===== config.mk =====
export PLATFORM = sky130hd
export DESIGN_NAME = thermal_source_selector
export DESIGN_NICKNAME = d
export VERILOG_FILES = /design/src/rtl/thermal_source_selector.sv
export SDC_FILE = /design/constraint.sdc
export NUM_CORES = 1
export LEC_CHECK = 0
export ABC_AREA = 1
export CAP_MARGIN = 0
export CORE_MARGIN = 4
export CORE_UTILIZATION = 50
export CTS_CLUSTER_SIZE = 20
export DETAILED_ROUTE_END_ITERATION = 7
export GPL_TIMING_DRIVEN = 1
export PLACE_DENSITY = 0.89
export RECOVER_POWER = 50
export SLEW_MARGIN = 15
export SYNTH_ARGS = -nofsm -noshare
export SYNTH_HDL_FRONTEND = slang
export SYNTH_SLANG_ARGS = --single-unit

===== constraint.sdc =====
create_clock -name clk -period 5.3 [get_ports clk]
set_clock_uncertainty 0.15 [all_clocks]
set_input_delay 0.53 -clock clk [delete_from_list [all_inputs] [get_ports clk]]
set_output_delay 0.53 -clock clk [all_outputs]
set_load 0.1 [all_outputs]

===== src/rtl/thermal_source_selector.sv =====
// Picks at most one thermal source and a heat/cool direction from live thresholds,
// debounces the choice over consecutive samples and inserts an all-off gap before engaging.
module thermal_source_selector #(
  parameter int DWELL_SAMPLES = 4,
  parameter int GAP_CYCLES    = 16
) (
  input  logic               clk,
  input  logic               rst,
  input  logic               sample_valid,
  input  logic signed [7:0]  room_temp,
  input  logic        [15:0] solar_level,
  input  logic        [15:0] solar_th,
  input  logic signed [7:0]  solar_cooldown_th,
  input  logic signed [7:0]  solar_heatup_th,
  input  logic signed [7:0]  ambient_cooldown_th,
  input  logic signed [7:0]  ambient_heatup_th,
  input  logic signed [7:0]  geothermal_cooldown_th,
  input  logic signed [7:0]  geothermal_heatup_th,
  output logic               solar_en,
  output logic               ambient_en,
  output logic               geothermal_en,
  output logic               heat_mode,
  output logic        [1:0]  active_src,
  output logic               busy
);

  localparam int QW = $clog2(DWELL_SAMPLES + 1);
  localparam int GW = (GAP_CYCLES > 1) ? $clog2(GAP_CYCLES) : 1;
  localparam logic [QW-1:0] DWELL_Q  = QW'(DWELL_SAMPLES);
  localparam logic [GW-1:0] GAP_LOAD = GW'(GAP_CYCLES - 1);

  localparam logic [1:0] S_IDLE = 2'd0;
  localparam logic [1:0] S_RUN  = 2'd1;
  localparam logic [1:0] S_GAP  = 2'd2;

  localparam logic [1:0] SRC_NONE  = 2'd0;
  localparam logic [1:0] SRC_SOLAR = 2'd1;
  localparam logic [1:0] SRC_AMB   = 2'd2;
  localparam logic [1:0] SRC_GEO   = 2'd3;

  logic signed [7:0] cool_th [3];
  logic signed [7:0] heat_th [3];
  logic [2:0] avail, cool_hit, heat_hit;
  logic [1:0] cand_src;
  logic       cand_heat;

  assign cool_th[0] = solar_cooldown_th;
  assign cool_th[1] = ambient_cooldown_th;
  assign cool_th[2] = geothermal_cooldown_th;
  assign heat_th[0] = solar_heatup_th;
  assign heat_th[1] = ambient_heatup_th;
  assign heat_th[2] = geothermal_heatup_th;
  assign avail      = {2'b11, solar_level >= solar_th};

  genvar gi;
  generate
    for (gi = 0; gi < 3; gi++) begin : g_cmp
      assign cool_hit[gi] = avail[gi] && (room_temp >= cool_th[gi]);
      assign heat_hit[gi] = avail[gi] && (room_temp <= heat_th[gi]);
    end
  endgenerate

  // Any cooling match outranks every heating match; within a direction solar wins.
  always_comb begin
    cand_src  = SRC_NONE;
    cand_heat = 1'b0;
    if (cool_hit[0])      cand_src = SRC_SOLAR;
    else if (cool_hit[1]) cand_src = SRC_AMB;
    else if (cool_hit[2]) cand_src = SRC_GEO;
    else if (heat_hit[0]) begin cand_src = SRC_SOLAR; cand_heat = 1'b1; end
    else if (heat_hit[1]) begin cand_src = SRC_AMB;   cand_heat = 1'b1; end
    else if (heat_hit[2]) begin cand_src = SRC_GEO;   cand_heat = 1'b1; end
  end

  logic [1:0]    state_reg, state_next;
  logic [1:0]    cur_src_reg, cur_src_next, pend_src_reg, pend_src_next;
  logic          cur_heat_reg, cur_heat_next, pend_heat_reg, pend_heat_next;
  logic [QW-1:0] qual_reg, qual_next, cnt_inc;
  logic [GW-1:0] gap_reg, gap_next;

  always_comb begin
    state_next     = state_reg;
    cur_src_next   = cur_src_reg;
    cur_heat_next  = cur_heat_reg;
    pend_src_next  = pend_src_reg;
    pend_heat_next = pend_heat_reg;
    qual_next      = qual_reg;
    gap_next       = gap_reg;
    cnt_inc        = '0;
    if (state_reg == S_GAP) begin
      qual_next = '0;
      if (gap_reg == '0) begin
        cur_src_next  = pend_src_reg;
        cur_heat_next = pend_heat_reg;
        state_next    = S_RUN;
      end else begin
        gap_next = gap_reg - 1'b1;
      end
    end else if (sample_valid) begin
      if (cand_src == cur_src_reg && cand_heat == cur_heat_reg) begin
        qual_next = '0;
      end else begin
        if (cand_src == pend_src_reg && cand_heat == pend_heat_reg && qual_reg != '0) begin
          cnt_inc = qual_reg + 1'b1;
        end else begin
          pend_src_next  = cand_src;
          pend_heat_next = cand_heat;
          cnt_inc        = QW'(1);
        end
        // On commit the pending choice equals the current candidate.
        if (cnt_inc == DWELL_Q) begin
          qual_next = '0;
          if (cand_src == SRC_NONE) begin
            cur_src_next  = SRC_NONE;
            cur_heat_next = 1'b0;
            state_next    = S_IDLE;
          end else begin
            state_next = S_GAP;
            gap_next   = GAP_LOAD;
          end
        end else begin
          qual_next = cnt_inc;
        end
      end
    end
  end

  always_ff @(posedge clk or posedge rst) begin
    if (rst) begin
      state_reg     <= S_IDLE;
      cur_src_reg   <= SRC_NONE;
      cur_heat_reg  <= 1'b0;
      pend_src_reg  <= SRC_NONE;
      pend_heat_reg <= 1'b0;
      qual_reg      <= '0;
      gap_reg       <= '0;
    end else begin
      state_reg     <= state_next;
      cur_src_reg   <= cur_src_next;
      cur_heat_reg  <= cur_heat_next;
      pend_src_reg  <= pend_src_next;
      pend_heat_reg <= pend_heat_next;
      qual_reg      <= qual_next;
      gap_reg       <= gap_next;
    end
  end

  logic       running;
  logic [2:0] en;

  assign running = (state_reg == S_RUN);

  generate
    for (gi = 0; gi < 3; gi++) begin : g_en
      assign en[gi] = running && (cur_src_reg == 2'(gi + 1));
    end
  endgenerate

  assign solar_en      = en[0];
  assign ambient_en    = en[1];
  assign geothermal_en = en[2];
  assign heat_mode     = running & cur_heat_reg;
  assign active_src    = running ? cur_src_reg : SRC_NONE;
  assign busy          = (state_reg == S_GAP);

endmodule

; ---- After elaboration in Yosys (flattened, before gate mapping)
; Index checks and enable logic that the tools add are counted.
[totals]
reg_bits = 15
in_bits = 91
output_inout_bits = 7
word_cells = 97
[op_classes]
bitwise_logic = 4
addsub = 2
n_eq_ne = 14
muxes = 45
n_reduce_logical = 18
magnitude_cmp = 7
[op_table]
columns = operator, count
row1 = $mux 2, 19
row2 = $ge 8x8->1, 3
row3 = $le 8x8->1, 3
row4 = $mux 3, 8
row5 = $mux 4, 6
row6 = $ge 16x16->1, 1
row7 = $mux 1, 12
row8 = $reduce_and 5->1, 2
row9 = $logic_and 1x1->1, 8
row10 = $reduce_and 4->1, 2
row11 = $eq 2x2->1 const B, 3
row12 = $ne 2x2->1 const B, 3
row13 = $reduce_bool 2->1, 3
row14 = $eq 2x1->1 const B, 2
row15 = $eq 2x2->1, 2
row16 = $logic_not 4->1, 1
row17 = $sub 4x1->4 const B, 1
row18 = $add 3x1->3 const B, 1
row19 = $eq 3x3->1 const B, 1
row20 = $not 1->1, 3
row21 = $reduce_bool 3->1, 1
row22 = $eq 1x1->1, 2
row23 = $logic_not 2->1, 1
row24 = $ne 2x1->1 const B, 1
row25 = $and 1x1->1, 1

; ---- Logic depth before layout (Yosys ltp)
; Gate-level depths: netlist (run 1).
[logic_depth]
depth_word = 19
depth_mapped = 25
ltp_nobuf = 25

; ---- Least setup slack after synthesis (run 1)
; No wires, ideal clock.
[synth_timing]
path_kind = register to register
from = register state_reg[0]
to = register gap_reg[2]
setup_ns = 0.119
path_stages_with_launch = 8
t_required_ns = 5.031
path_buffers = 0
synth_period_minus_slack_ns = 3.309
path_slack_ns = 1.991
arrival_ns = 3.040
path_cell_list = dfrtp_1 > nor2_1 > inv_1 > nor3_1 > a21oi_1 > and2_1 > nand4_1 > nand2_1
[synth_via]
elab_chain_len = 3
word_cells_on_any_way = 8
classes_between = eq/ne (4) / mux (1) / reduce/logical (3)
[synth_rtl]
columns = item, line_no
row1 = from (decl), 75  ; logic [1:0] state_reg, state_next;
row2 = from (signal assigned), 138  ; state_reg <= state_next;
row3 = $eq 2x2->1 *, -
row4 = via busy, 24  ; output logic busy
row5 = $ne 2x2->1 (no line) / $reduce_bool 2->1 (equally long branches), -
row6 = $reduce_and 5->1 (no line), -
row7 = to (signal assigned), 144  ; gap_reg <= gap_next;
row8 = to (decl), 79  ; logic [GW-1:0] gap_reg, gap_next;
; Mark *: on every way through the listed nets, which the timed path passes. The rest lies on a longest branch.
; A chain may end at the register's enable or synchronous reset.

; ---- Final worst setup path (run 1)
[layout_timing]
from = input port room_temp[7]
to = register cur_src_reg[0]
[layout_via]
elab_chain_len = 17
word_cells_on_any_way = 37
classes_between = order compare (6) / eq/ne (6) / mux (16) / reduce/logical (9)
[layout_rtl]
columns = item, line_no
row1 = from (decl), 10  ; input logic signed [7:0] room_temp,
row2 = $le 8x8->1, 59  ; assign heat_hit[gi] = avail[gi] && (room_temp <= heat_th[gi]);
row3 = $mux 2 / $mux 1 (equally long branches), 72  ; else if (heat_hit[2]) begin cand_src = SRC_GEO; cand_heat = 1'b1; end
row4 = $mux 2 / $mux 1 (equally long branches), 71  ; else if (heat_hit[1]) begin cand_src = SRC_AMB; cand_heat = 1'b1; end
row5 = $mux 2 / $mux 1 (equally long branches), 70  ; else if (heat_hit[0]) begin cand_src = SRC_SOLAR; cand_heat = 1'b1; end
row6 = $mux 2 / $mux 1 (equally long branches), 69  ; else if (cool_hit[2]) cand_src = SRC_GEO;
row7 = $mux 2 / $mux 1 (equally long branches), 68  ; else if (cool_hit[1]) cand_src = SRC_AMB;
row8 = $mux 2 / $mux 1 (equally long branches), 67  ; if (cool_hit[0]) cand_src = SRC_SOLAR;
row9 = $eq 2x2->1 / $eq 1x1->1 (equally long branches), 103  ; if (cand_src == pend_src_reg && cand_heat == pend_heat_reg && qual_reg != '0) begin
row10 = $logic_and 1x1->1 (2 in a row), 103
row11 = $mux 3, 103
row12 = $mux 3, 100  ; if (cand_src == cur_src_reg && cand_heat == cur_heat_reg) begin
row13 = $mux 3, 99  ; end else if (sample_valid) begin
row14 = $mux 3, 90  ; if (state_reg == S_GAP) begin
row15 = $eq 3x3->1, 111  ; if (cnt_inc == DWELL_Q) begin
row16 = $reduce_bool 2->1 (no line), -
row17 = $reduce_and 5->1 (no line) *, -
row18 = to (signal assigned), 139  ; cur_src_reg <= cur_src_next;
row19 = to (decl), 76  ; logic [1:0] cur_src_reg, cur_src_next, pend_src_reg, pend_src_next;
; Mark *: on every way between the ends. The rest lies on a longest branch, timed or not. The select of a mux whose other input is x is not followed.

==> flow_metrics.py, run 1 <==
metrics = {
    "status": {
        "outcome": "complete, no violations",
    },
    "floorplan": {
        "die_area_um2": 6800,
        "std_cell_rows": 26,
        "core_um2": 5240,
        "die_y_um": 82.5,
        "fp.dieW_um": 82.5,
        "starting_density_of_the_core_pct": 52.9,
        "ioPinCount": 98,
    },
    "setup_path": {
        "path_cells": "clkdlybuf4s50_1 > ha_1 > nand2_1 > nor2_1 > nand2_1 > nand3b_1 > nand3_1 > nor2_1 > nand2_1 > inv_2 > nand2_1 > xor2_1 > nand4_1 > or2_0 > nand3_2 > nand2_1 > nand2_1",
        "cp_top_family": "simple AND/OR/NAND/NOR gates",
        "critPathKind": "in2reg",
        "cp_common_cell": "sky130_fd_sc_hd__nand2_1",
        "critPathBufInv": 2,
        "timing.critical_path.required_ns": 5.28,
        "worst_setup_path_end_kind": "register",
        "crit_arrival_ns": 3.46,
        "r2r_slack_ns": 3.04,
        "start_kind": "input port",
        "timing.critical_path.slowest_cell_delay_ns": 0.55,
        "critical-path-slowest-cell": "sky130_fd_sc_hd__clkdlybuf4s50_1",
        "crit_fanout": 6,
    },
    "routing": {
        "antenna_violating_nets_post_route": 0,
        "total_via_count_after_detailed_routing": 3016,
        "detailedRoute.firstPassIterationCount": 4,
        "routed_wl_um": 7290,
        "avgRoutedWirePerCell_um": 11.9,
        "vias_per_cell": 4.92,
        "post-route-drc-count": 0,
        "drt_iter0_markers": 117,
    },
    "timing": {
        "timing.final.max_slew_violations": 0,
        "holdWs_ns": 0.323,
        "rsz0062_at_grt": "no",
        "min_period_over_period_pct": 65.6,
        "timing.fmax_mhz": 287,
        "final_period_demand_of_the_worst_path_ns": 3.48,
        "timing.slew.headroom_pct": 32.6,
        "final.setup.worst_slack_ns": 1.82,
        "finalHoldViolCount": 0,
        "totalNegativeSetupSlack_ns": 0,
        "setup_viol": 0,
        "tightest_slew_ns": 1.01,
    },
    "global_routing": {
        "global_route.overflow_total": 0,
        "grt_max_degree": 16,
        "grt.total_usage_pct": 22.8,
        "via_count_of_the_first_global_routing_pass": 3017,
        "initial_antenna_violation_count": 0,
        "grt_first_pass_wirelength_um": 12300,
    },
    "layout": {
        "syn_to_final_growth_pct": 39.4,
        "final_cells": 613,
        "nNetsFinal": 702,
        "layout.filler_cells": 441,
        "final_layout_size_suffix_gt1_share_pct": 2.76,
        "insertedDiodeCount": 0,
        "finish.utilization_pct": 73.8,
        "max_reg_flops": 4,
    },
    "place": {
        "gpl.final_weighted_congestion": 0.930,
        "post-place-cells": 609,
        "numPortBuffers": 97,
        "place.detailed.hpwl_um": 6530,
        "dp_worst_setup_slack_ns": 1.66,
    },
    "yosys": {
        "synth.distinct_cells": 25,
        "synth_edf_count": 0,
        "ys_seq_elements": 15,
        "synth.avg_cell_area_um2": 6.26,
        "synth_async_reset_ratio_pct": 100,
        "synthesis.yosys.warnings": 0,
        "most_instantiated_flip_flop_cell_in_the_synthesis_netlist": "sky130_fd_sc_hd__dfrtp_1",
        "synth_sequential_area_ratio_pct": 13.5,
        "netlist_instances": 443,
        "post_synth_instance_area_um2": 2770,
        "postSynthNetCount": 601,
    },
    "clock_tree": {
        "cts_htree_levels": 1,
        "cts-buffers-inserted": 3,
        "cts.clk_slew.worst_paths_ns": 0.06,
        "post_cts_hold_buffer_count": 0,
        "clock_tree.root_cell": "sky130_fd_sc_hd__clkbuf_8",
        "tritoncts": "built",
        "clkSinkCount": 15,
        "clockBufferDepth": 2,
        "ctsResizeCount": 0,
        "insertion_delay_ns": 0.25,
        "postCtsSetupRepairBufs": 0,
    },
    "power_and_ir_drop": {
        "p_leak_nw": 2.21,
        "ir_worst_vdd_mv": 0.318,
        "power.density_nw_per_um2": 222,
    },
    "worst_hold_path": {
        "hp-class": "reg2reg",
    },
    "run": {
        "maxCapViolations": 0,
    },
}
## through the flow
step	total power (W)	cell area [um^2]
final	0.000857	3860
after global routing	0.000930	3860
after CTS	0.000865	3860
after detailed placement	0.000772	3820
after global placement	0.000755	3820
after floorplan	0.000588	2770
## area by class of cell
| type | count | area (um^2) | area share [%] |
|---|---|---|---|
| clock buffers | 4 | 45.0 | 1.17 |
| inverters | 112 | 420 | 10.9 |
| multi-input cells | 315 | 1970 | 50.9 |
| flip-flops and latches | 15 | 375 | 9.71 |
| well taps | 70 | 87.6 | 2.27 |
| repair buffers | 97 | 971 | 25.1 |
## synth_stat cells, types with 2 or more instances
master | n | share of area, %
sky130_fd_sc_hd__o21ai_1 | 2 | 0.36
sky130_fd_sc_hd__inv_2 | 2 | 0.27
sky130_fd_sc_hd__nand3_2 | 2 | 0.72
sky130_fd_sc_hd__ha_1 | 67 | 30
sky130_fd_sc_hd__nor2_1 | 25 | 3.4
sky130_fd_sc_hd__nand3_1 | 20 | 3.6
sky130_fd_sc_hd__dfrtp_1 | 15 | 14
sky130_fd_sc_hd__nand2_2 | 5 | 1.1
sky130_fd_sc_hd__xor2_1 | 3 | 0.95
sky130_fd_sc_hd__nand3b_1 | 3 | 0.81
sky130_fd_sc_hd__nor2_2 | 3 | 0.68
sky130_fd_sc_hd__o21ai_0 | 7 | 1.3
sky130_fd_sc_hd__a21oi_1 | 25 | 4.5
sky130_fd_sc_hd__inv_1 | 109 | 15
sky130_fd_sc_hd__nand4_1 | 12 | 2.7
sky130_fd_sc_hd__o21bai_1 | 2 | 0.54
sky130_fd_sc_hd__nand2_1 | 126 | 17
sky130_fd_sc_hd__nor3_1 | 5 | 0.90
sky130_fd_sc_hd__o21a_1 | 4 | 1.1
## power by group
| group | switching, W | total [W] | leakage (nW) | internal, W |
|---|---|---|---|---|
| Combinational | 0.000400 | 0.000599 | 2.01 | 0.000198 |
| Clock | 0.0000383 | 0.0000916 | 0.0228 | 0.0000532 |
| Sequential | 0.0000252 | 0.000167 | 0.175 | 0.000142 |
| Total | 0.000464 | 0.000857 | 2.21 | 0.000393 |
## cells in the final DEF, fill, tap and decap left out, types with 3 or more instances in the layout
| cell type | count |
|---|---|
| sky130_fd_sc_hd__nor2_2 | 3 |
| sky130_fd_sc_hd__xor2_1 | 3 |
| sky130_fd_sc_hd__nor3_1 | 5 |
| sky130_fd_sc_hd__nor2_1 | 25 |
| sky130_fd_sc_hd__nand2_1 | 126 |
| sky130_fd_sc_hd__clkdlybuf4s50_1 | 93 |
| sky130_fd_sc_hd__nand2_2 | 5 |
| sky130_fd_sc_hd__a21oi_1 | 25 |
| sky130_fd_sc_hd__dfrtp_1 | 15 |
| sky130_fd_sc_hd__o21ai_0 | 7 |
| sky130_fd_sc_hd__dlygate4sd3_1 | 4 |
| sky130_fd_sc_hd__nand3b_1 | 3 |
| sky130_fd_sc_hd__nand3_1 | 20 |
| sky130_fd_sc_hd__o21a_1 | 4 |
| sky130_fd_sc_hd__ha_1 | 67 |
| sky130_fd_sc_hd__nand4_1 | 12 |
| sky130_fd_sc_hd__clkbuf_8 | 3 |
| sky130_fd_sc_hd__inv_1 | 109 |
## path summary, 6_finish.rpt
check,cells after the start,endpoint,start
worst max-delay path,17,cur_src_reg[0],room_temp[7]
worst min-delay path,2,state_reg[1],state_reg[1]
worst max register to register,8,state_reg[0],state_reg[0]
worst min register to register,2,state_reg[1],state_reg[1]
max in group asynchronous,2,cur_heat_reg,rst
min in group asynchronous,2,qual_reg[2],rst
## metal layers
layer	part of all wire (%)	up-vias	global-route usage [%]
li1	-	1591	-
met4	2.3	0	6.31
met3	6.5	14	4.45
met5	0	-	0
met1	43	1311	26.3
met2	48	100	42.1
## tightest hold or removal path: stages, from the launching register on
cell                      delay (ns)
sky130_fd_sc_hd__dfrtp_1        0.34
sky130_fd_sc_hd__nand2_1        0.05
sky130_fd_sc_hd__nand2_1        0.05
## logic make-up (layout without fill, tap and decap cells)
group           after synthesis  in the layout  synth area share (%)
flops                        15             15                  13.5
buf+inv                     113            213                  15.6
compound gates               42             42                  8.26
simple gates                203            203                  31.5
fa+ha+maj                    67             67                  30.2
xor+xnor                      3              3                 0.948
(Power assumes the default switching activity.)
==> run 2, diff against run 1 <==
CORE_UTILIZATION = 47   (was 50)
PLACE_DENSITY = 0.84   (was 0.89)
clock period = 3.45 ns   (was 5.3 ns; I/O delays follow)
==> run 2 against run 1 <==
Final cell count increased by 0.49%; combinational power up 49%; sequential share of layout area is essentially flat; critical path type unchanged; critical endpoint is now pend_src_reg[1]; largest cell class unchanged; largest power group unchanged.
==> flow_metrics.py, run 2 (same netlist as run 1, synthesis figures left out) <==
metrics = {
    "status": {
        "outcome": "complete, no violations",
    },
    "clock_tree": {
        "cts.clk_slew.worst_paths_ns": 0.05,
        "tritoncts": "built",
        "clkSinkCount": 15,
        "clockBufferDepth": 2,
        "insertion_delay_ns": 0.25,
        "clock_tree.root_cell": "sky130_fd_sc_hd__clkbuf_8",
        "cts_htree_levels": 1,
        "cts-buffers-inserted": 3,
        "post_cts_hold_buffer_count": 0,
    },
    "floorplan": {
        "ioPinCount": 98,
        "starting_density_of_the_core_pct": 49.4,
        "die_area_um2": 7190,
        "std_cell_rows": 27,
        "fp.dieW_um": 84.8,
        "die_y_um": 84.8,
        "core_um2": 5610,
    },
    "setup_path": {
        "worst_setup_path_end_kind": "register",
        "worstReg2RegEnd": "cur_src_reg[0]",
        "cp_top_family": "simple AND/OR/NAND/NOR gates",
        "critical-path-slowest-cell": "sky130_fd_sc_hd__clkdlybuf4s50_1",
        "critPathBufInv": 3,
        "crit_arrival_ns": 3.17,
        "r2r_slack_ns": 1.17,
        "timing.critical_path.required_ns": 3.47,
        "cp_common_cell": "sky130_fd_sc_hd__nand2_1",
        "crit_fanout": 6,
        "reg2reg_from": "state_reg[0]",
        "worst-r2r-cell-count": 8,
        "timing.critical_path.slowest_cell_delay_ns": 0.55,
        "critPathKind": "in2reg",
        "path_cells": "clkdlybuf4s50_1 > ha_1 > nand2_1 > nor2_1 > nand2_1 > nand3b_1 > nand3_1 > nor2_1 > nand2_1 > inv_2 > nand2_1 > xor2_1 > nand4_1 > nand3_1 > clkinv_1 > nand2_1 > nand2_1 > o21ai_1",
        "worstSetupPathDepth": 18,
        "start_kind": "input port",
    },
    "routing": {
        "total_via_count_after_detailed_routing": 2992,
        "vias_per_cell": 4.86,
        "routed_wl_um": 7180,
        "drt_iter0_markers": 155,
        "detailedRoute.firstPassIterationCount": 4,
        "avgRoutedWirePerCell_um": 11.7,
        "antenna_violating_nets_post_route": 0,
        "post-route-drc-count": 0,
    },
    "global_routing": {
        "grt_max_degree": 16,
        "grt.total_usage_pct": 20.2,
        "global_route.overflow_total": 0,
        "initial_antenna_violation_count": 0,
        "grt_first_pass_wirelength_um": 12400,
        "via_count_of_the_first_global_routing_pass": 2990,
    },
    "layout": {
        "final_cells": 616,
        "syn_to_final_growth_pct": 39.8,
        "max_reg_flops": 4,
        "mostFrequentLayoutCell": "sky130_fd_sc_hd__nand2_1",
        "insertedDiodeCount": 0,
        "design_area_um2": 3880,
        "nNetsFinal": 703,
        "final_layout_size_suffix_gt1_share_pct": 4.04,
        "finish.utilization_pct": 69.1,
        "layout_common_cells": "126 x sky130_fd_sc_hd__nand2_1, 109 x sky130_fd_sc_hd__inv_1, 87 x sky130_fd_sc_hd__clkdlybuf4s50_1",
    },
    "timing": {
        "min_period_over_period_pct": 91.2,
        "timing.slew.headroom_pct": 20.6,
        "setup_viol": 0,
        "rsz0062_at_grt": "no",
        "final_period_demand_of_the_worst_path_ns": 3.15,
        "finalHoldViolCount": 0,
        "timing.final.max_slew_violations": 0,
        "tightest_slew_ns": 1.20,
        "timing.fmax_mhz": 318,
    },
    "place": {
        "post-place-cells": 612,
        "place.detailed.hpwl_um": 6410,
        "numPortBuffers": 97,
        "dpl_cell_area_um2": 3810,
        "gpl.final_weighted_congestion": 0.899,
    },
    "power_and_ir_drop": {
        "power.density_nw_per_um2": 332,
        "p_leak_nw": 2.24,
        "ir_worst_vdd_mv": 0.710,
        "pwr_total_w": 0.00129,
    },
    "worst_hold_path": {
        "hp-class": "reg2reg",
        "worst_hold_startpoint": "state_reg[1]",
        "hold-path-cell-count": 2,
        "hold-path-endpoint": "state_reg[1]",
    },
    "run": {
        "maxCapViolations": 0,
    },
}
-- run 2: stage by stage --
stage	setup TNS (ns)	hold WS [ns]	worst slack, ns
after floorplan	0	0.0965	0.141
after global placement	0	0.310	0.0500
after detailed placement	-0.227	0.310	-0.0408
after CTS	0	0.311	0.213
after global routing	0	0.338	0.00474
final	0	0.322	0.305
-- run 2: how the worst max path moves through the flow --
stage                 startpoint               to  slack, ns
global placement    room_temp[7]   cur_src_reg[1]       0.05
detailed placement  room_temp[7]   cur_src_reg[1]      -0.04
global route        room_temp[1]   cur_src_reg[1]      0.005
CTS                 room_temp[7]   cur_src_reg[1]       0.21
floorplan           state_reg[0]       gap_reg[2]       0.14
finish              room_temp[5]  pend_src_reg[1]       0.30
-- run 2: layout make-up --
cell class / instances / area, um^2
multi-input cells: 315 / 1990
fillers: 482 / 1730
repair buffers: 98 / 955
inverters: 112 / 420
flip-flops and latches: 15 / 375
well taps: 72 / 90.1
clock buffers: 4 / 45.0
-- run 2: what timing repair did --
| item | 4_1_cts | 5_1_grt |
|---|---|---|
| buffers inserted | 0 | 0 |
| resized for setup | 0 | 5 |
| setup endpoints to repair | 0 | 10 |
-- run 2: where the power goes --
| part | switching [W] | leakage, nW | internal [W] |
|---|---|---|---|
| sequential | 0.0000389 | 0.175 | 0.000218 |
| clock | 0.0000563 | 0.0228 | 0.0000818 |
| combinational | 0.000612 | 2.04 | 0.000280 |
| total | 0.000707 | 2.24 | 0.000580 |
-- run 2: routing by layer --
layer  vias to the layer above  track usage, %  wire (um)
met2                        88            36.2       3370
met4                         0            3.74        118
met1                      1305            25.3       3150
met3                        12            3.93        545
li1                       1587               -          -
met5                         -               0          0
-- run 2: tightest hold or removal path: stages (launching register included) --
cell,delay [ns]
sky130_fd_sc_hd__dfrtp_1,0.34
sky130_fd_sc_hd__nand2_1,0.05
sky130_fd_sc_hd__nand2_1,0.05
==> run 3, diff against run 2 <==
PLACE_DENSITY = not set   (was 0.84)
PLACE_DENSITY_LB_ADDON = 0.08   (was not set)
==> run 3 against run 2 <==
Register-to-register slack lost 0.11 ns; sequential share of layout area is the same; flip-flop and latch count is the same; final cell count did not move; critical path depth grew 2; global-route usage fell by 1.3 points; power fell by 0.31%.
==> flow_metrics.py, run 3 (same netlist as run 1, synthesis figures left out) <==
metrics = {
    "power_and_ir_drop": {
        "ir_worst_vdd_mv": 0.475,
        "p_leak_nw": 2.24,
        "power.density_nw_per_um2": 331,
    },
    "clock_tree": {
        "clock_tree.root_cell": "sky130_fd_sc_hd__clkbuf_8",
        "clkSinkCount": 15,
        "insertion_delay_ns": 0.24,
        "tritoncts": "built",
        "cts_htree_levels": 1,
        "cts-buffers-inserted": 3,
        "clockBufferDepth": 2,
        "cts.clk_slew.worst_paths_ns": 0.06,
    },
    "place": {
        "place.detailed.hpwl_um": 6020,
        "numPortBuffers": 97,
        "gpl.final_weighted_congestion": 0.856,
    },
    "layout": {
        "syn_to_final_growth_pct": 39.8,
        "area_of_the_multi_input_gates_um2": 1990,
        "finish.utilization_pct": 69.1,
        "insertedDiodeCount": 0,
        "nNetsFinal": 703,
        "max_reg_flops": 4,
        "regArea_um2": 375,
        "mostFrequentLayoutCell": "sky130_fd_sc_hd__nand2_1",
        "final_layout_size_suffix_gt1_share_pct": 4.04,
        "layout_common_cells": "126 x sky130_fd_sc_hd__nand2_1, 109 x sky130_fd_sc_hd__inv_1, 87 x sky130_fd_sc_hd__clkdlybuf4s50_1",
        "layout.filler_cells": 515,
    },
    "routing": {
        "post-route-drc-count": 0,
        "drt_iter0_markers": 106,
        "detailedRoute.firstPassIterationCount": 4,
        "vias_per_cell": 4.74,
        "antenna_violating_nets_post_route": 0,
        "avgRoutedWirePerCell_um": 10.9,
        "total_via_count_after_detailed_routing": 2921,
        "routed_wl_um": 6720,
    },
    "floorplan": {
        "die_y_um": 84.8,
        "core_um2": 5610,
        "die_area_um2": 7190,
        "fp.dieW_um": 84.8,
        "std_cell_rows": 27,
        "ioPinCount": 98,
        "starting_density_of_the_core_pct": 49.4,
    },
    "run": {
        "maxCapViolations": 0,
    },
    "timing": {
        "holdWs_ns": 0.342,
        "final_period_demand_of_the_worst_path_ns": 3.10,
        "timing.final.max_slew_violations": 0,
        "timing.slew.headroom_pct": 21.9,
        "min_period_over_period_pct": 89.8,
        "setup_viol": 0,
        "rsz0062_at_grt": "no",
        "finalHoldViolCount": 0,
        "timing.fmax_mhz": 323,
        "tightest_slew_ns": 1.18,
    },
    "setup_path": {
        "crit_arrival_ns": 3.13,
        "critPathKind": "in2reg",
        "cp_common_cell": "sky130_fd_sc_hd__nand2_1",
        "start_kind": "input port",
        "timing.critical_path.slowest_cell_delay_ns": 0.61,
        "path_cells": "clkdlybuf4s50_1 > ha_1 > nand2_1 > inv_1 > nand2_1 > nand2_1 > nand2_1 > nand2_1 > nand2_1 > nand3_1 > nor2_1 > nand2_1 > inv_2 > nand2_1 > xor2_1 > nand4_1 > or2_1 > nand3_2 > nand2_1 > nand2_1",
        "worst_setup_path_end_kind": "register",
        "critPathBufInv": 3,
        "cp_top_family": "simple AND/OR/NAND/NOR gates",
        "crit_fanout": 6,
        "timing.critical_path.required_ns": 3.48,
        "critical-path-slowest-cell": "sky130_fd_sc_hd__clkdlybuf4s50_1",
    },
    "global_routing": {
        "global_route.overflow_total": 0,
        "grt.total_usage_pct": 19.0,
        "grt_first_pass_wirelength_um": 11600,
        "initial_antenna_violation_count": 0,
        "via_count_of_the_first_global_routing_pass": 2808,
        "grt_max_degree": 16,
    },
    "worst_hold_path": {
        "hp-class": "reg2reg",
    },
    "status": {
        "outcome": "complete, no violations",
    },
}
==> run 3: cell counts in the layout (fill, tap and decap cells not counted) <==
Identical to the previous run, type by type.
==> run 3: path summary, 6_finish.rpt <==
kind                         startpoint              to  slack, ns  cells after the start
setup / recovery           room_temp[3]  cur_src_reg[0]       0.35                     20
hold / removal               gap_reg[0]      gap_reg[0]       0.34                      2
setup reg to reg           state_reg[1]    state_reg[1]       1.06                      9
hold reg to reg              gap_reg[0]      gap_reg[0]       0.34                      2
max in group asynchronous           rst    state_reg[0]       2.34                      2
min in group asynchronous           rst   pend_heat_reg       0.44                      2
==> run 3: metrics by stage <==
stage | TNS [ns] | power [W] | cell area, um^2 | std cells | setup WS [ns]
2_1_floorplan | 0 | 0.000904 | 2770 | 443 | 0.141
5_1_grt | 0 | 0.00140 | 3880 | 616 | 0.0128
6_report | 0 | 0.00128 | 3880 | 616 | 0.351
3_5_place_dp | -0.00565 | 0.00117 | 3810 | 612 | -0.00565
3_3_place_gp | 0 | 0.00114 | 3810 | 612 | 0.0408
4_1_cts | 0 | 0.00131 | 3860 | 616 | 0.218
==> run 3: worst reg2reg max path: cells and delay by family, from the launching register on <==
kind | cells | cell delay, ns
AND/OR/NAND/NOR | 6 | 1.33
buffers and inverters | 3 | 0.44
flip-flops | 1 | 0.36
==> run 3: area by class of cell <==
cell class,instances,share of cell area [%]
multi-input combinational,315,51.4
tap,72,2.32
sequential,15,9.68
inverter,112,10.8
timing repair buffer,98,24.6
clock buffer,4,1.16
==> run 3: power breakdown <==
| part | switching (W) | internal (W) |
|---|---|---|
| sequential | 0.0000383 | 0.000218 |
| clock | 0.0000598 | 0.0000817 |
| combinational | 0.000605 | 0.000280 |
==> run 3: metal layers <==
layer	up-vias	part of all wire [%]	global-route usage (%)
met5	-	0	0
met4	0	0.89	2.88
met3	8	8.7	5.30
met2	100	46	33.6
met1	1221	45	23.3
li1	1592	-	-
==> run 3: repair_timing <==
action / CTS / global route
gates resized for setup: 0 / 5
endpoints found under the setup margin: 0 / 7
hold buffers: 0 / 0
setup buffers: 0 / 0
